===== src/rtl/bcd_count_ctrl_pkg.sv =====
// rtl/bcd_count_ctrl_pkg.sv - shared constants for the BCD count controller
//
// Holds the command op-codes, the FSM state encoding, the BCD digit width
// and a nibble-validity helper. Imported by bcd_digit and bcd_count_ctrl.
// Optional feature macro used by the importing files: BCD_COUNT_CTRL_DOWN_EN.

package bcd_count_ctrl_pkg;

    localparam int BCD_W = 4;

    localparam logic [1:0] OP_CLEAR     = 2'd0;
    localparam logic [1:0] OP_START     = 2'd1;
    localparam logic [1:0] OP_PAUSE     = 2'd2;
    localparam logic [1:0] OP_SET_LIMIT = 2'd3;

    typedef enum logic [2:0] {
        ST_IDLE  = 3'd0,
        ST_LOAD  = 3'd1,
        ST_RUN   = 3'd2,
        ST_PAUSE = 3'd3,
        ST_DONE  = 3'd4
    } state_e;

    function automatic logic nibble_is_bcd(input logic [BCD_W-1:0] n);
        return n <= 4'd9;
    endfunction

endpackage


===== src/rtl/bcd_count_ctrl_bcd_digit.sv =====
// rtl/bcd_count_ctrl_bcd_digit.sv - one BCD digit with carry chain and load
//
// Ports:
//   clk, rst        clock, asynchronous active-low reset (q -> 0)
//   en              global step enable for this cycle
//   down            count direction, 1 = decrement (BCD_COUNT_CTRL_DOWN_EN only)
//   cin             carry/borrow in; the digit steps when en & cin
//   load, load_val  synchronous load, wins over stepping
//   q               digit value, always 0..9
//   cout            carry/borrow out, combinational (cin & digit wraps)

module bcd_digit
    import bcd_count_ctrl_pkg::*;
(
    input  logic             clk,
    input  logic             rst,
    input  logic             en,
`ifdef BCD_COUNT_CTRL_DOWN_EN
    input  logic             down,
`endif
    input  logic             cin,
    input  logic             load,
    input  logic [BCD_W-1:0] load_val,
    output logic [BCD_W-1:0] q,
    output logic             cout
);

    logic wrap;

`ifdef BCD_COUNT_CTRL_DOWN_EN
    assign wrap = down ? (q == 4'd0) : (q == 4'd9);
`else
    assign wrap = (q == 4'd9);
`endif

    assign cout = cin & wrap;

    always_ff @(posedge clk or negedge rst) begin
        if (!rst) begin
            q <= '0;
        end else if (load) begin
            q <= load_val;
        end else if (en && cin) begin
`ifdef BCD_COUNT_CTRL_DOWN_EN
            if (down)
                q <= wrap ? 4'd9 : q - 4'd1;
            else
                q <= wrap ? 4'd0 : q + 4'd1;
`else
            q <= wrap ? 4'd0 : q + 4'd1;
`endif
        end
    end

endmodule


===== src/rtl/bcd_count_ctrl.sv =====
// rtl/bcd_count_ctrl.sv - command-driven multi-digit BCD counter controller
//
// Ports:
//   clk, rst            clock, asynchronous active-low reset
//   cmd_valid/ready     command handshake; ready is low only in LOAD
//   cmd_op, cmd_data    CLEAR / START / PAUSE / SET_LIMIT, BCD limit value
//   tick                count enable, one step per high cycle while in RUN
//   dir                 0 up, 1 down (only with BCD_COUNT_CTRL_DOWN_EN)
//   count               current BCD count
//   running             high in RUN
//   tc                  one-cycle terminal-count pulse
//   cmd_err             one-cycle pulse for a rejected SET_LIMIT
//   state               FSM state encoding for debug
// Optional feature macro: BCD_COUNT_CTRL_DOWN_EN (adds dir and down counting).

module bcd_count_ctrl
    import bcd_count_ctrl_pkg::*;
#(
    parameter int DIGITS      = 4,
    parameter bit AUTO_RELOAD = 1'b1
) (
    input  logic                  clk,
    input  logic                  rst,
    input  logic                  cmd_valid,
    output logic                  cmd_ready,
    input  logic [1:0]            cmd_op,
    input  logic [BCD_W*DIGITS-1:0] cmd_data,
    input  logic                  tick,
`ifdef BCD_COUNT_CTRL_DOWN_EN
    input  logic                  dir,
`endif
    output logic [BCD_W*DIGITS-1:0] count,
    output logic                  running,
    output logic                  tc,
    output logic                  cmd_err,
    output logic [2:0]            state
);

    localparam int W = BCD_W * DIGITS;
    localparam logic [W-1:0] ALL_NINES = {DIGITS{4'h9}};

    localparam logic [2:0] S_IDLE  = 3'(ST_IDLE);
    localparam logic [2:0] S_LOAD  = 3'(ST_LOAD);
    localparam logic [2:0] S_RUN   = 3'(ST_RUN);
    localparam logic [2:0] S_PAUSE = 3'(ST_PAUSE);
    localparam logic [2:0] S_DONE  = 3'(ST_DONE);

    logic [2:0]   st;
    logic [W-1:0] limit;

    logic         cmd_acc;
    logic         data_ok;
    logic         count_tick;
    logic         at_term;
    logic [W-1:0] reload_val;
    logic         cnt_load;
    logic [W-1:0] cnt_load_val;
    logic         cnt_step;
    logic [DIGITS:0] carry;
    logic         carry_unused;

    assign state     = st;
    assign cmd_ready = (st != S_LOAD);
    assign running   = (st == S_RUN);
    assign cmd_acc   = cmd_valid & cmd_ready;

    always_comb begin
        data_ok = 1'b1;
        for (int i = 0; i < DIGITS; i++) begin
            if (!nibble_is_bcd(cmd_data[i*BCD_W +: BCD_W]))
                data_ok = 1'b0;
        end
    end

    // An accepted command in the same cycle swallows the tick.
    assign count_tick = (st == S_RUN) & tick & ~cmd_acc;

`ifdef BCD_COUNT_CTRL_DOWN_EN
    assign at_term    = dir ? (count == '0) : (count == limit);
    assign reload_val = dir ? limit : '0;
`else
    assign at_term    = (count == limit);
    assign reload_val = '0;
`endif

    always_comb begin
        cnt_load     = 1'b0;
        cnt_load_val = '0;
        if (cmd_acc) begin
            case (cmd_op)
                OP_CLEAR: begin
                    cnt_load = 1'b1;
                end
                OP_START: begin
                    if (st == S_DONE) begin
                        cnt_load = 1'b1;
`ifdef BCD_COUNT_CTRL_DOWN_EN
                        cnt_load_val = dir ? limit : '0;
`endif
                    end
                end
                OP_SET_LIMIT: begin
                    if (data_ok && st != S_RUN)
                        cnt_load = 1'b1;
                end
                default: ;
            endcase
        end else if (count_tick && at_term) begin
            cnt_load     = 1'b1;
            cnt_load_val = reload_val;
        end
    end

    assign cnt_step = count_tick & ~at_term;

    // Ripple carry is combinational; every digit updates on the same edge.
    assign carry[0] = 1'b1;

    for (genvar g = 0; g < DIGITS; g++) begin : g_digit
        bcd_digit u_digit (
            .clk      (clk),
            .rst      (rst),
            .en       (cnt_step),
`ifdef BCD_COUNT_CTRL_DOWN_EN
            .down     (dir),
`endif
            .cin      (carry[g]),
            .load     (cnt_load),
            .load_val (cnt_load_val[g*BCD_W +: BCD_W]),
            .q        (count[g*BCD_W +: BCD_W]),
            .cout     (carry[g+1])
        );
    end

    // The top digit's carry has no consumer: terminal count always fires
    // before the counter could wrap past its widest value.
    assign carry_unused = carry[DIGITS];

    always_ff @(posedge clk or negedge rst) begin
        if (!rst) begin
            st      <= S_IDLE;
            limit   <= ALL_NINES;
            tc      <= 1'b0;
            cmd_err <= 1'b0;
        end else begin
            tc      <= 1'b0;
            cmd_err <= 1'b0;
            if (cmd_acc) begin
                case (cmd_op)
                    OP_CLEAR: st <= S_IDLE;
                    OP_START: begin
                        if (st != S_RUN)
                            st <= S_RUN;
                    end
                    OP_PAUSE: begin
                        if (st == S_RUN)
                            st <= S_PAUSE;
                    end
                    OP_SET_LIMIT: begin
                        if (!data_ok || st == S_RUN) begin
                            cmd_err <= 1'b1;
                        end else begin
                            limit <= cmd_data;
                            st    <= S_LOAD;
                        end
                    end
                    default: ;
                endcase
            end else if (st == S_LOAD) begin
                st <= S_IDLE;
            end else if (count_tick && at_term) begin
                tc <= 1'b1;
                if (!AUTO_RELOAD)
                    st <= S_DONE;
            end
        end
    end

endmodule


===== config.mk =====
export PLATFORM = sky130hd
export DESIGN_NAME = bcd_count_ctrl
export DESIGN_NICKNAME = d
export VERILOG_FILES = /design/src/rtl/bcd_count_ctrl_pkg.sv /design/src/rtl/bcd_count_ctrl_bcd_digit.sv /design/src/rtl/bcd_count_ctrl.sv
export SDC_FILE = /design/constraint.sdc
export NUM_CORES = 1
export LEC_CHECK = 0
export CAP_MARGIN = 20
export CORE_MARGIN = 4
export CORE_UTILIZATION = 45
export CTS_BUF_LIST = sky130_fd_sc_hd__clkbuf_4 sky130_fd_sc_hd__clkbuf_8
export DETAILED_ROUTE_END_ITERATION = 8
export PLACE_DENSITY = 0.72
export SYNTH_ARGS = -nofsm -noshare
export SYNTH_HDL_FRONTEND = slang
export SYNTH_HIERARCHICAL = 1
export SYNTH_SLANG_ARGS = --single-unit
export TNS_END_PERCENT = 100

===== constraint.sdc =====
create_clock -name clk -period 5.7 [get_ports clk]
set_input_delay 1.71 -clock clk [delete_from_list [all_inputs] [get_ports clk]]
set_output_delay 1.71 -clock clk [all_outputs]
set_load 0.03 [all_outputs]

Yosys cells after proc, flatten, opt, wreduce, memory -nomap -nowiden
Index checks and enable logic that the tools add are counted.
{"block": "word_totals", "n_memories": 0, "regBits": 37, "latch_bits": 0, "mem_bits_rw": 0, "inputBits": 22, "rom_bits": 0}
{"block": "op_classes", "order_cmp": 4, "n_mux": 32, "n_mul": 0, "eq_ne": 16, "div": 0, "shifts": 0, "reduce_logical": 15, "n_bitwise": 9, "n_addsub": 4}
{"operator": "2-to-1 mux 4 bit", "n": 12}
{"operator": "adder 4 x 1 -> 4 bit (second input constant)", "n": 4}
{"operator": "== test 16 bit", "n": 1}
{"operator": "== test 4 bit (second input constant)", "n": 4}
{"operator": "<= comparator 4 bit (second input constant)", "n": 4}
{"operator": "2-to-1 mux 3 bit", "n": 5}
{"operator": "2-to-1 mux 1 bit", "n": 13}
{"operator": "case mux 3 bit (4 select lines)", "n": 1}
{"operator": "nonzero test 2 bit", "n": 5}
{"operator": "inequality test 3 bit (second input constant)", "n": 3}
{"operator": "bitwise AND 1 bit", "n": 6}
{"operator": "logical AND 1 bit", "n": 5}
{"operator": "== test 2 bit (second input constant)", "n": 2}
{"operator": "AND reduction 4 bit", "n": 1}
{"operator": "== test 3 x 1 -> 1 bit (second input constant)", "n": 1}
{"operator": "== test 3 x 2 -> 1 bit (second input constant)", "n": 1}
{"operator": "== test 3 bit (second input constant)", "n": 1}
{"operator": "inequality test 3 x 1 -> 1 bit (second input constant)", "n": 1}
{"operator": "inequality test 3 x 2 -> 1 bit (second input constant)", "n": 1}
{"operator": "inverter 1 bit", "n": 3}
{"operator": "case mux 1 bit (3 select lines)", "n": 1}
{"operator": "AND reduction 3 bit", "n": 1}
{"operator": "== test 2 x 1 -> 1 bit (second input constant)", "n": 1}
{"operator": "logical NOT 2 bit", "n": 1}
{"operator": "2 further kinds", "n": 2}

Logic depth before layout (Yosys ltp)
{"block": "logic_depth", "depth_word": 10, "ltp_mapped": 10, "depth_no_buf": 10}

Hierarchy
Netlist, hierarchy kept.
{"module": "bcd_count_ctrl", "cells_each": 102, "area_each_um2": 1177.4, "instances": 1}
{"module": "bcd_digit", "cells_each": 29, "area_each_um2": 246.5, "instances": 4}

Worst setup path before layout
OpenSTA, ideal clock, no wires.
{"block": "synth_path", "kind": "input port to flip-flop", "from": "input port cmd_valid", "to": "register g_digit[0].u_digit.q[3]", "setup_slack_ps": 2275, "n_path_buf": 1, "arrival_ps": 3355, "setup_time_ps": 70, "required_ps": 5630, "path_stages": 6, "cell_sequence": "clkbuf_1 nand3b_1 nor2b_1 nand3_2 or4_1 nand4_1"}
{"block": "synth_between", "elab_cells_between_ends": 9, "classes_between": "mux: 3; bitwise: 4; reduce/logical: 2"}
{"item": "from (decl)", "line_no": "bcd_count_ctrl.sv:24", "source": "input logic cmd_valid,"}
{"item": "bitwise AND 1 bit", "line_no": "bcd_count_ctrl.sv:65", "source": "assign cmd_acc = cmd_valid & cmd_ready;"}
{"item": "inverter 1 bit", "line_no": "bcd_count_ctrl.sv:76", "source": "assign count_tick = (st == S_RUN) & tick & ~cmd_acc;"}
{"item": "bitwise AND 1 bit", "line_no": "bcd_count_ctrl.sv:76"}
{"item": "bitwise AND 1 bit", "line_no": "bcd_count_ctrl.sv:114", "source": "assign cnt_step = count_tick & ~at_term;"}
{"item": "named net cnt_step", "line_no": "bcd_count_ctrl.sv:58", "source": "logic cnt_step;"}
{"item": "nonzero test 2 bit (no source line)"}
{"item": "to (signal assigned)", "line_no": "bcd_count_ctrl_bcd_digit.sv:42", "source": "q <= load_val;"}
{"item": "to (signal assigned)", "line_no": "bcd_count_ctrl_bcd_digit.sv:50", "source": "q <= wrap ? 4'd0 : q + 4'd1;"}
{"item": "to (decl)", "line_no": "bcd_count_ctrl_bcd_digit.sv:24", "source": "output logic [BCD_W-1:0] q,"}
The timed path passes the listed nets, and every way through them passes these cells.
A chain may end at the register's enable or synchronous reset.

Worst setup path in the final report
{"block": "layout_path", "from": "input port cmd_data[9]", "to": "register g_digit[1].u_digit.q[1]"}
{"block": "layout_between", "elab_chain_len": 8, "elab_cells_between_ends": 9, "classes_between": "order compare: 1; mux: 6; reduce/logical: 2"}
{"item": "from (decl)", "line_no": "bcd_count_ctrl.sv:27", "source": "input logic [BCD_W*DIGITS-1:0] cmd_data,"}
{"item": "<= comparator 4 bit *", "line_no": "bcd_count_ctrl_pkg.sv:25", "source": "return n <= 4'd9;"}
{"item": "2-to-1 mux 1 bit * (2 in a row)", "line_no": "bcd_count_ctrl.sv:70", "source": "if (!nibble_is_bcd(cmd_data[i*BCD_W +: BCD_W]))"}
{"item": "logical AND 1 bit *", "line_no": "bcd_count_ctrl.sv:103", "source": "if (data_ok && st != S_RUN)"}
{"item": "2-to-1 mux 1 bit *", "line_no": "bcd_count_ctrl.sv:103"}
{"item": "case mux 1 bit (3 select lines) *", "line_no": "bcd_count_ctrl.sv:90", "source": "case (cmd_op)"}
{"item": "2-to-1 mux 1 bit *", "line_no": "bcd_count_ctrl.sv:89", "source": "if (cmd_acc) begin"}
{"item": "named net cnt_load", "line_no": "bcd_count_ctrl.sv:56", "source": "logic cnt_load;"}
{"item": "2-to-1 mux 4 bit or nonzero test 2 bit (tied branches)"}
{"item": "to (signal assigned)", "line_no": "bcd_count_ctrl_bcd_digit.sv:42"}
{"item": "to (signal assigned)", "line_no": "bcd_count_ctrl_bcd_digit.sv:50"}
{"item": "to (decl)", "line_no": "bcd_count_ctrl_bcd_digit.sv:24"}
The timed path passes the listed nets; every way through them passes the cells marked *.

==> impl_metrics.csv <==
group,metric,value,unit
cells_and_area,syn_to_final_growth,30.3,%
critical_path,cp.buffers_inverters,2,
critical_path,end_kind,"register",
route,viasPerCell,5.31,
clocking,clockBufferDepth,2,
timing,hold_viol_final,0,
synthesis,synth_area,0.00215,mm^2
cells_and_area,final_nets,307,
floorplan,start_util,47.8,%
timing,hold_ws,0.529,ns
clocking,holdBufCountCts,0,
route,route.detailed.drc,0,
floorplan,die_h,77.2,um
clocking,cts_tree,"done",
run,maxCapViolCount,0,
critical_path,slowest_stage,"o2bb2ai_2",
clocking,clk_latency,0.29,ns
cells_and_area,regArea,911,um^2
synthesis,synth_warnings,6,
floorplan,ios,45,
floorplan,die_area,0.00596,mm^2
synthesis,synthCells,216,
cells_and_area,diodes,0,
grt,grt.overflow.total,0,
critical_path,startpoint_type,"primary input",
timing,fin_crit_sh,73.0,%
timing,fmax,240,MHz
placement,portBuffers,43,
synthesis,avgSynthCellArea,9.97,um^2
power_and_ir_drop,ir_drop,0.250,mV
power_and_ir_drop,intPower,0.755,mW
power_and_ir_drop,leakagePower,1.17,nW
clocking,clk_pin_slew,0.07,ns
clocking,h-tree-depth,2,
power_and_ir_drop,switching_power,0.545,mW
placement,dpl.hpwl,3550,um
clocking,clock-sinks,36,
critical_path,cp_data_arrival_time,4.34,ns
route,routed_wl,4900,um
clocking,postCtsSetupBuffers,0,
timing,tns,0,ns
critical_path,cp_top_family,"compound AO/OA/AOI/OAI gates",
route,dr.pass1.iters,4,
worst_hold_path,worst_hold_path_type,"reg2reg",
route,wl_per_cell,14.7,um
grt,antenna_found_initial,0,
timing,skew,0.00204,ns
route,vias,1775,
critical_path,worstPathRequired,5.88,ns
grt,grt_pass1_vias,1685,
floorplan,row_count,24,
placement,gp_congestion,0.871,
floorplan,core-area,0.00450,mm^2
timing,grt_setup_unrepaired,"false",
route,drt_iter0_markers,68,
power_and_ir_drop,p_per_area,463,mW/mm^2
floorplan,die_x,77.2,um
timing,tightest_slew,0.970,ns
clocking,clockRootBuffer,"clkbuf_8",
power_and_ir_drop,power_frac_comb,45.0,%
cells_and_area,layout-drive-gt1-share,15.2,%
run_status,outcome,"completed",
critical_path,slowest_delay,0.48,ns
power_and_ir_drop,seqPwrFrac,39.5,%
cells_and_area,n_fill_cell,392,
clocking,cts_made_buffers,5,
grt,grt_max_degree,37,
critical_path,crit_path_max_fanout,28,
timing,maxSlewViolCount,0,
grt,grtUsageTotal,17.3,%
clocking,cts-resized-gates,0,
power_and_ir_drop,swShare,41.9,%
grt,grt_pass1_wl,8150,um
critical_path,cp_cell_sequence,"clkdlybuf4s50_1 -> o21ai_0 -> nand4_1 -> o41ai_1 -> o2bb2ai_2 -> buf_4 -> nor2b_1 -> a221o_1",
timing,post-route-min-period,4.16,ns
timing,setup-violations-final,0,
cells_and_area,multiInputGateArea,0.00123,mm^2
timing,max_slew_margin,35.0,%
route,ant_nets,0,
power_and_ir_drop,p_clk_share,15.4,%
critical_path,crit_type,"in2reg",
==> cell usage in the layout (no fill, tap or decap), types with 5 or more instances in the layout <==
master / instances
nand4_1: 13
dfrtp_1: 28
clkdlybuf4s50_1: 43
nand2_1: 25
mux2_2: 16
inv_1: 11
xor2_1: 20
o21ai_0: 17
clkbuf_8: 6
conb_1: 21
dfstp_2: 8
nor2_1: 5
nor2b_1: 17
==> registers in the layout (all words and copies together), names as in the netlist <==
name               flops
cmd_err                1
limit                 16
tc                     1
g_digit.u_digit/q     16
state                  2
==> metrics by stage <==
step	instance area, um^2	total power [mW]	utilization (%)	cells	worst slack, ns
2_1_floorplan	2220	0.874	-	235	2.28
3_3_place_gp	2710	1.10	60.1	326	1.31
3_5_place_dp	2710	1.10	60.1	326	1.26
4_1_cts	2810	1.31	62.3	334	1.56
5_1_grt	2810	1.38	62.3	334	1.38
6_report	2810	1.30	62.3	334	1.54
==> area by class of cell <==
| cell class | count | area share, % |
|---|---|---|
| Clock buffer | 8 | 3.48 |
| Multi-Input combinational cell | 180 | 43.8 |
| Timing Repair Buffer | 47 | 16.4 |
| Sequential cell | 36 | 32.5 |
| Tap cell | 52 | 2.32 |
| Inverter | 11 | 1.47 |
==> worst paths after layout <==
kind	end	cells past startpoint	startpoint	slack, ns
max in group asynchronous	limit[15]$_DFFE_PN1P_	2	rst	3.51
setup / recovery	g_digit[1].u_digit/q[1]$_DFFE_PN0P_	8	cmd_data[9]	1.54
min in group asynchronous	g_digit[2].u_digit/q[3]$_DFFE_PN0P_	2	rst	1.83
hold / removal	limit[14]$_DFFE_PN0P_	1	limit[14]$_DFFE_PN0P_	0.53
setup reg to reg	g_digit[1].u_digit/q[1]$_DFFE_PN0P_	7	g_digit[2].u_digit/q[1]$_DFFE_PN0P_	2.89
hold reg to reg	limit[14]$_DFFE_PN0P_	1	limit[14]$_DFFE_PN0P_	0.53
==> layer usage <==
metal	GRT usage (%)	routed length, um	part of all wire (%)	up-vias
met2	25.6	2140	44	39
met1	23.3	2390	49	854
met5	0	0	0	-
li1	-	-	-	875
met3	4.33	274	5.6	7
met4	9.07	91	1.9	0
==> power groups by stage <==
stage / logic (mW) / clock network, mW / registers (mW)
final: 0.585 / 0.200 / 0.514
after global routing: 0.635 / 0.217 / 0.532
after CTS: 0.590 / 0.205 / 0.513
after detailed placement: 0.586 / 0 / 0.518
after global placement: 0.584 / 0 / 0.514
after floorplan: 0.281 / 0 / 0.593
==> worst register-to-register path, stage by stage (launching register included) <==
cell and delay (ns):
dfrtp_1 0.48, xor2_1 0.19, nor4_1 0.31, nand4_1 0.21
o2bb2ai_2 0.82, buf_4 0.32, nor2b_1 0.06, a221o_1 0.31
Note: power is estimated with default switching activity, not from simulation.
